## src/rtl/bp_fe_fetch_tracker_if.sv

```systemverilog
// bp_fe_fetch_tracker_if: fetch, memory-response, replay and FE-queue signals of the fetch tracker
interface bp_fe_fetch_tracker_if #(
  parameter int vaddr_width_p = 39,
  parameter int instr_width_p = 32
);
  logic                       fetch_v_i;
  logic [vaddr_width_p-1:0]   fetch_pc_i;
  logic                       fetch_ready_o;
  logic                       mem_resp_v_i;
  logic [instr_width_p+3:0]   mem_resp_i;
  logic                       flush_i;
  logic                       poison_o;
  logic                       replay_v_o;
  logic [vaddr_width_p-1:0]   replay_pc_o;
  logic                       out_v_o;
  logic [vaddr_width_p-1:0]   out_pc_o;
  logic [instr_width_p-1:0]   out_instr_o;
  logic [1:0]                 out_exc_o;
  logic                       out_yumi_i;
  modport slave (
    input  fetch_v_i, fetch_pc_i, mem_resp_v_i, mem_resp_i, flush_i, out_yumi_i,
    output fetch_ready_o, poison_o, replay_v_o, replay_pc_o, out_v_o, out_pc_o, out_instr_o, out_exc_o
  );
  modport master (
    output fetch_v_i, fetch_pc_i, mem_resp_v_i, mem_resp_i, flush_i, out_yumi_i,
    input  fetch_ready_o, poison_o, replay_v_o, replay_pc_o, out_v_o, out_pc_o, out_instr_o, out_exc_o
  );
endinterface

```

## src/rtl/bp_fe_fetch_tracker.sv

```systemverilog
// bp_fe_fetch_tracker: aligns fetch PCs with the 2-cycle memory-stage response and buffers FE queue entries
module bp_fe_fetch_tracker #(
  parameter int vaddr_width_p = 39,
  parameter int instr_width_p = 32,
  parameter int fifo_els_p    = 4
) (
  input logic                  clk_i,
  input logic                  reset_n_i,
  bp_fe_fetch_tracker_if.slave io
);
  localparam int ptr_w = $clog2(fifo_els_p);
  localparam int cnt_w = $clog2(fifo_els_p + 1);
  localparam int crd_w = ptr_w + 2;
  localparam logic [ptr_w-1:0] last_ptr = ptr_w'(fifo_els_p - 1);
  logic                     s1_v, s2_v, replay_v;
  logic [vaddr_width_p-1:0] s1_pc, s2_pc, replay_pc;
  logic [ptr_w-1:0]         rptr, wptr;
  logic [cnt_w-1:0]         cnt;
  logic [crd_w-1:0]         credit_use;
  logic [vaddr_width_p-1:0] pc_mem    [fifo_els_p];
  logic [instr_width_p-1:0] instr_mem [fifo_els_p];
  logic [1:0]               exc_mem   [fifo_els_p];
  logic                     acc, pf, any_miss, resp, miss, enq, deq;
  function automatic logic [ptr_w-1:0] inc(input logic [ptr_w-1:0] p);
    return p == last_ptr ? '0 : p + 1'b1;
  endfunction
  assign acc      = io.mem_resp_i[instr_width_p+3];
  assign pf       = io.mem_resp_i[instr_width_p+2];
  assign any_miss = |io.mem_resp_i[instr_width_p+1:instr_width_p];
  assign resp     = s2_v & io.mem_resp_v_i & ~io.flush_i;
  // faults take priority over misses: a faulting fetch is reported, never replayed
  assign miss     = resp & ~acc & ~pf & any_miss;
  assign enq      = resp & ~miss;
  assign deq      = io.out_yumi_i & (cnt != '0);
  // buffered entries plus fetches still in the pipeline must fit in the buffer
  assign credit_use       = crd_w'(cnt) + crd_w'(s1_v) + crd_w'(s2_v);
  assign io.fetch_ready_o = credit_use < crd_w'(fifo_els_p);
  assign io.poison_o      = io.flush_i | miss;
  assign io.replay_v_o    = replay_v;
  assign io.replay_pc_o   = replay_pc;
  assign io.out_v_o       = cnt != '0;
  assign io.out_pc_o      = io.out_v_o ? pc_mem[rptr] : '0;
  assign io.out_instr_o   = io.out_v_o ? instr_mem[rptr] : '0;
  assign io.out_exc_o     = io.out_v_o ? exc_mem[rptr] : '0;
  always_ff @(posedge clk_i or negedge reset_n_i) begin
    if (!reset_n_i) begin
      s1_v      <= 1'b0;
      s1_pc     <= '0;
      s2_v      <= 1'b0;
      s2_pc     <= '0;
      replay_v  <= 1'b0;
      replay_pc <= '0;
      wptr      <= '0;
      rptr      <= '0;
      cnt       <= '0;
    end else begin
      s1_v      <= io.fetch_v_i & ~io.flush_i;
      s1_pc     <= io.fetch_pc_i;
      s2_v      <= s1_v & ~io.poison_o;
      s2_pc     <= s1_pc;
      replay_v  <= miss;
      replay_pc <= miss ? s2_pc : replay_pc;
      wptr      <= io.flush_i ? '0 : enq ? inc(wptr) : wptr;
      rptr      <= io.flush_i ? '0 : deq ? inc(rptr) : rptr;
      cnt       <= io.flush_i ? '0 : cnt + cnt_w'(enq) - cnt_w'(deq);
    end
  end
  always_ff @(posedge clk_i) begin
    if (enq) begin
      pc_mem[wptr]    <= s2_pc;
      instr_mem[wptr] <= (acc | pf) ? '0 : io.mem_resp_i[instr_width_p-1:0];
      exc_mem[wptr]   <= acc ? 2'b10 : pf ? 2'b01 : 2'b00;
    end
  end
  a_resp_align: assert property (@(posedge clk_i) disable iff (!reset_n_i) io.mem_resp_v_i == s2_v);
  a_no_overflow: assert property (@(posedge clk_i) disable iff (!reset_n_i) enq |-> (cnt != cnt_w'(fifo_els_p)) || deq);
  a_yumi_valid: assert property (@(posedge clk_i) disable iff (!reset_n_i) io.out_yumi_i |-> io.out_v_o);
endmodule

```

## src/flat_wrapper.sv

```systemverilog
// flat-port wrapper written by rule: the top's interface ports become plain ports
module bp_fe_fetch_tracker_flat 
#(
  parameter int vaddr_width_p = 39,
  parameter int instr_width_p = 32,
  parameter int fifo_els_p    = 4
)
  (clk_i, reset_n_i, io_fetch_v_i, io_fetch_pc_i, io_mem_resp_v_i, io_mem_resp_i, io_flush_i, io_out_yumi_i, io_fetch_ready_o, io_poison_o, io_replay_v_o, io_replay_pc_o, io_out_v_o, io_out_pc_o, io_out_instr_o, io_out_exc_o);
  bp_fe_fetch_tracker_if #(.vaddr_width_p(vaddr_width_p), .instr_width_p(instr_width_p)) io_i ();
  input logic clk_i;
  input logic reset_n_i;
  input wire logic [$bits(io_i.fetch_v_i)-1:0] io_fetch_v_i;
  input wire logic [$bits(io_i.fetch_pc_i)-1:0] io_fetch_pc_i;
  input wire logic [$bits(io_i.mem_resp_v_i)-1:0] io_mem_resp_v_i;
  input wire logic [$bits(io_i.mem_resp_i)-1:0] io_mem_resp_i;
  input wire logic [$bits(io_i.flush_i)-1:0] io_flush_i;
  input wire logic [$bits(io_i.out_yumi_i)-1:0] io_out_yumi_i;
  output wire logic [$bits(io_i.fetch_ready_o)-1:0] io_fetch_ready_o;
  output wire logic [$bits(io_i.poison_o)-1:0] io_poison_o;
  output wire logic [$bits(io_i.replay_v_o)-1:0] io_replay_v_o;
  output wire logic [$bits(io_i.replay_pc_o)-1:0] io_replay_pc_o;
  output wire logic [$bits(io_i.out_v_o)-1:0] io_out_v_o;
  output wire logic [$bits(io_i.out_pc_o)-1:0] io_out_pc_o;
  output wire logic [$bits(io_i.out_instr_o)-1:0] io_out_instr_o;
  output wire logic [$bits(io_i.out_exc_o)-1:0] io_out_exc_o;
  assign io_i.fetch_v_i = io_fetch_v_i;
  assign io_i.fetch_pc_i = io_fetch_pc_i;
  assign io_i.mem_resp_v_i = io_mem_resp_v_i;
  assign io_i.mem_resp_i = io_mem_resp_i;
  assign io_i.flush_i = io_flush_i;
  assign io_i.out_yumi_i = io_out_yumi_i;
  assign io_fetch_ready_o = io_i.fetch_ready_o;
  assign io_poison_o = io_i.poison_o;
  assign io_replay_v_o = io_i.replay_v_o;
  assign io_replay_pc_o = io_i.replay_pc_o;
  assign io_out_v_o = io_i.out_v_o;
  assign io_out_pc_o = io_i.out_pc_o;
  assign io_out_instr_o = io_i.out_instr_o;
  assign io_out_exc_o = io_i.out_exc_o;
  bp_fe_fetch_tracker #(.vaddr_width_p(vaddr_width_p), .instr_width_p(instr_width_p), .fifo_els_p(fifo_els_p)) u_core (.clk_i(clk_i), .reset_n_i(reset_n_i), .io(io_i));
endmodule
```

## config.mk

```make
export PLATFORM = sky130hd
export DESIGN_NAME = bp_fe_fetch_tracker_flat
export DESIGN_NICKNAME = d
export VERILOG_FILES = /design/src/rtl/bp_fe_fetch_tracker_if.sv /design/src/rtl/bp_fe_fetch_tracker.sv /design/src/flat_wrapper.sv
export SDC_FILE = /design/constraint.sdc
export NUM_CORES = 1
export LEC_CHECK = 0
export ABC_AREA = 1
export ABC_CLOCK_PERIOD_IN_PS = 4180
export CORE_ASPECT_RATIO = 0.5
export CORE_MARGIN = 1
export CORE_UTILIZATION = 35
export CTS_CLUSTER_SIZE = 10
export DETAILED_ROUTE_END_ITERATION = 8
export PLACE_DENSITY = 0.53
export SYNTH_ARGS = -nofsm -noshare
export SYNTH_HDL_FRONTEND = slang
export SYNTH_SLANG_ARGS = --single-unit
```

## constraint.sdc

```tcl
create_clock -name clk_i -period 4.18 [get_ports clk_i]
set_clock_uncertainty 0.05 [all_clocks]
set_input_delay 0.418 -clock clk_i [delete_from_list [all_inputs] [get_ports clk_i]]
set_output_delay 0.418 -clock clk_i [all_outputs]
set_load 0.02 [all_outputs]
```

==> results.py <==
metrics = {
    "finish": {
        "syn2layout_area_growth_pct": 24.3,
        "instances_no_fill": 2345,
        "drive_above_1_share_pct": 5.06,
        "num_antenna_cells": 0,
        "fin_util_pct": 44.6,
        "layout.nets": 1770,
    },
    "logic_synthesis": {
        "synth_top_area_share_pct": 53.5,
        "yosysMostFrequentCell": "nand2_1",
        "yosys_warnings": 0,
        "postSynthCellCount": 1477,
        "avgSynthCellArea_um2": 11.1,
        "synth_area_leaders": "edfxtp_1, dfrtp_1, nand2_1",
        "synth_edf_count": 292,
        "async_reset_ff_share_pct": 30.3,
        "synth-main-ff-cell": "edfxtp_1",
        "yosys.area.top_type": "edfxtp_1",
        "synth_common_cells": "nand2_1, edfxtp_1, inv_1",
        "yosysUniqueCellTypes": 21,
        "yosysSeqAreaShare_pct": 72.9,
        "ys_seq_elements": 419,
        "synth_area_um2": 16400,
        "synth_fp_nets": 1567,
    },
    "setup_path": {
        "arrival_ns": 3.13,
        "cp-end-kind": "output port",
        "start_kind": "register",
        "worstPathMaxFanout": 67,
        "slowest_stage": "dfrtp_4",
        "cp_num_buf_inv": 3,
        "worstPathCellList": "inv_4, buf_12, nand2_1, nand3_1, a21oi_1, clkdlybuf4s50_1",
        "cp_top_family": "buffers and inverters",
        "crit_type": "reg2out",
        "critPathMaxStageDelay_ns": 0.92,
        "worstPathRequired_ns": 3.71,
    },
    "sta": {
        "drv_slew": 0,
        "max_clock_freq_mhz": 278,
        "worst_pin_slew_ns": 0.933,
        "hold_viol": 0,
        "slew_headroom_pct": 37.8,
        "setup_viol_count_final": 0,
        "fin_setup_tns_ns": 0,
        "finalCritPeriodShare_pct": 86.1,
        "fin_crit_ns": 3.60,
        "fin_ws_ns": 0.582,
        "rsz0062_at_grt": "no",
    },
    "outcome": {
        "outcome": "completed",
    },
    "detailed_routing": {
        "drt_iter0_markers": 609,
        "drtPass1Iterations": 4,
        "antenna_left": 0,
        "wl_mm": 36.5,
        "drc": 0,
        "viasPerCell": 4.34,
        "post_drt_wl_per_cell_um": 15.6,
        "route.vias.total": 10200,
    },
    "floorplanning": {
        "die_h_um": 155,
        "dieWidth_um": 308,
        "coreArea_um2": 45700,
        "rows": 55,
        "dieArea_um2": 47700,
        "pin_count": 197,
        "start_util_pct": 35.9,
    },
    "power_and_ir_drop": {
        "p_per_area_nw_per_um2": 581,
        "ir_worst_vdd_uv": 381,
        "power_leakage_nw": 8.66,
        "fin_total_pwr_mw": 11.8,
    },
    "global_routing": {
        "grt-busiest-layer": "met2",
        "use_met2_pct": 27.9,
        "gr-usage-met3_pct": 3.04,
        "grt.total_usage_pct": 15.7,
        "antenna_found_initial": 0,
        "grt_start_max_net_pins": 100,
        "grt_pass1_vias": 10300,
        "grt_use_met1_pct": 19.6,
        "grt_pass1_wl_mm": 57.8,
        "grt_overflow_total": 0,
    },
    "placed_design": {
        "dpl.hpwl_mm": 21.2,
        "place_inst": 2257,
        "place_ws_ns": 1.11,
        "port_buffers": 196,
        "gp_congestion": 0.730,
    },
    "cts": {
        "post_cts_resized": 0,
        "cts_tree": "built",
        "cts_made_buffers": 47,
        "cts.path.max_buffers": 3,
        "clkLatencyLatePin_ns": 0.56,
        "htree_levels": 2,
        "cts_root_buffer": "clkbuf_16",
        "clkTransAtPathRegs_ns": 0.06,
        "cts_sinks": 419,
    },
    "job": {
        "cap_viol_max_count": 0,
    },
    "worst_hold_path": {
        "hold_class": "in2reg",
    },
}
layout make-up:
cell class | instances | area (um2)
Tap cell | 627 | 785
Clock buffer | 84 | 1320
Sequential cell | 419 | 12000
Clock inverter | 3 | 26.3
Inverter | 202 | 761
Fill cell | 4240 | 25300
Timing Repair Buffer | 221 | 2240
Multi-Input combinational cell | 789 | 3300
metal layers:
layer | wire [um] | vias up | share of wire, %
met1 | 15700 | 4882 | 43
met3 | 1310 | 56 | 3.6
met2 | 18800 | 133 | 51
li1 | - | 5111 | -
met4 | 728 | 0 | 2.0
met5 | 0 | - | 0
cell families after synthesis:
| kind of cell | share of synthesized area, % |
|---|---|
| AO/OA/AOI/OAI | 2.35 |
| adder cells (fa/ha/maj) | 0.733 |
| buffers and inverters | 7.23 |
| AND/OR/NAND/NOR | 16.7 |
| flip-flops | 72.9 |
| XOR/XNOR | 0.0535 |
flip-flops by register name, indices dropped and copies added (netlist names):
| register | cells |
|---|---|
| u_core.io.replay_pc_o | 39 |
| u_core.io.replay_v_o | 1 |
| u_core.pc_mem | 156 |
| u_core.cnt | 3 |
| u_core.s1_pc | 39 |
| u_core.wptr | 2 |
| u_core.s2_v | 1 |
| u_core.instr_mem | 128 |
| u_core.exc_mem | 8 |
| u_core.s1_v | 1 |
| u_core.rptr | 2 |
| u_core.s2_pc | 39 |
cells in the final DEF (no fill, tap or decap), drive strengths merged:
cell | netlist | final
xnor2 | 1 | 1
a21oi | 76 | 76
dfrtp | 127 | 127
nor2 | 50 | 50
dlygate4sd3 | 0 | 1
inv | 202 | 205
fa | 1 | 1
clkbuf | 6 | 84
nand2 | 571 | 571
o21ai | 1 | 1
buf | 61 | 25
ha | 8 | 8
edfxtp | 292 | 292
nand4 | 2 | 2
clkdlybuf4s50 | 0 | 195
nand3 | 79 | 79
worst paths after layout:
path	from	endpoint	slack (ns)	cells after the start
worst max-delay path	u_core.rptr[0]	io_out_pc_o[21]	0.58	6
worst min-delay path	io_fetch_pc_i[20]	u_core.s1_pc[20]	0.25	1
worst max register to register	u_core.s2_v	u_core.pc_mem[1][21]	1.81	5
worst min register to register	u_core.s1_pc[0]	u_core.s2_pc[0]	0.29	0
max in group asynchronous	reset_n_i	u_core.s1_pc[9]	2.61	3
min in group asynchronous	reset_n_i	u_core.io.replay_pc_o[26]	0.51	2
power breakdown:
part / switching (mW) / leakage [nW] / internal [mW]
clock network: 1.59 / 0.636 / 2.11
registers: 0.147 / 4.26 / 4.55
logic: 2.09 / 3.77 / 1.34
through the flow:
step | instance area, um2 | hold WS [ns]
after global routing | 20400 | 0.221
after floorplan | 16400 | 0.0724
final | 20400 | 0.248
after global placement | 19000 | 0.282
after detailed placement | 19000 | 0.285
after CTS | 20400 | 0.220
timing repair:
action,4_1_cts,5_1_grt
buffers inserted,0,0
endpoints found under the setup margin,0,0
hold endpoints to repair,98,0
hold buffers,1,0
Power figures use the tool's default switching activity.
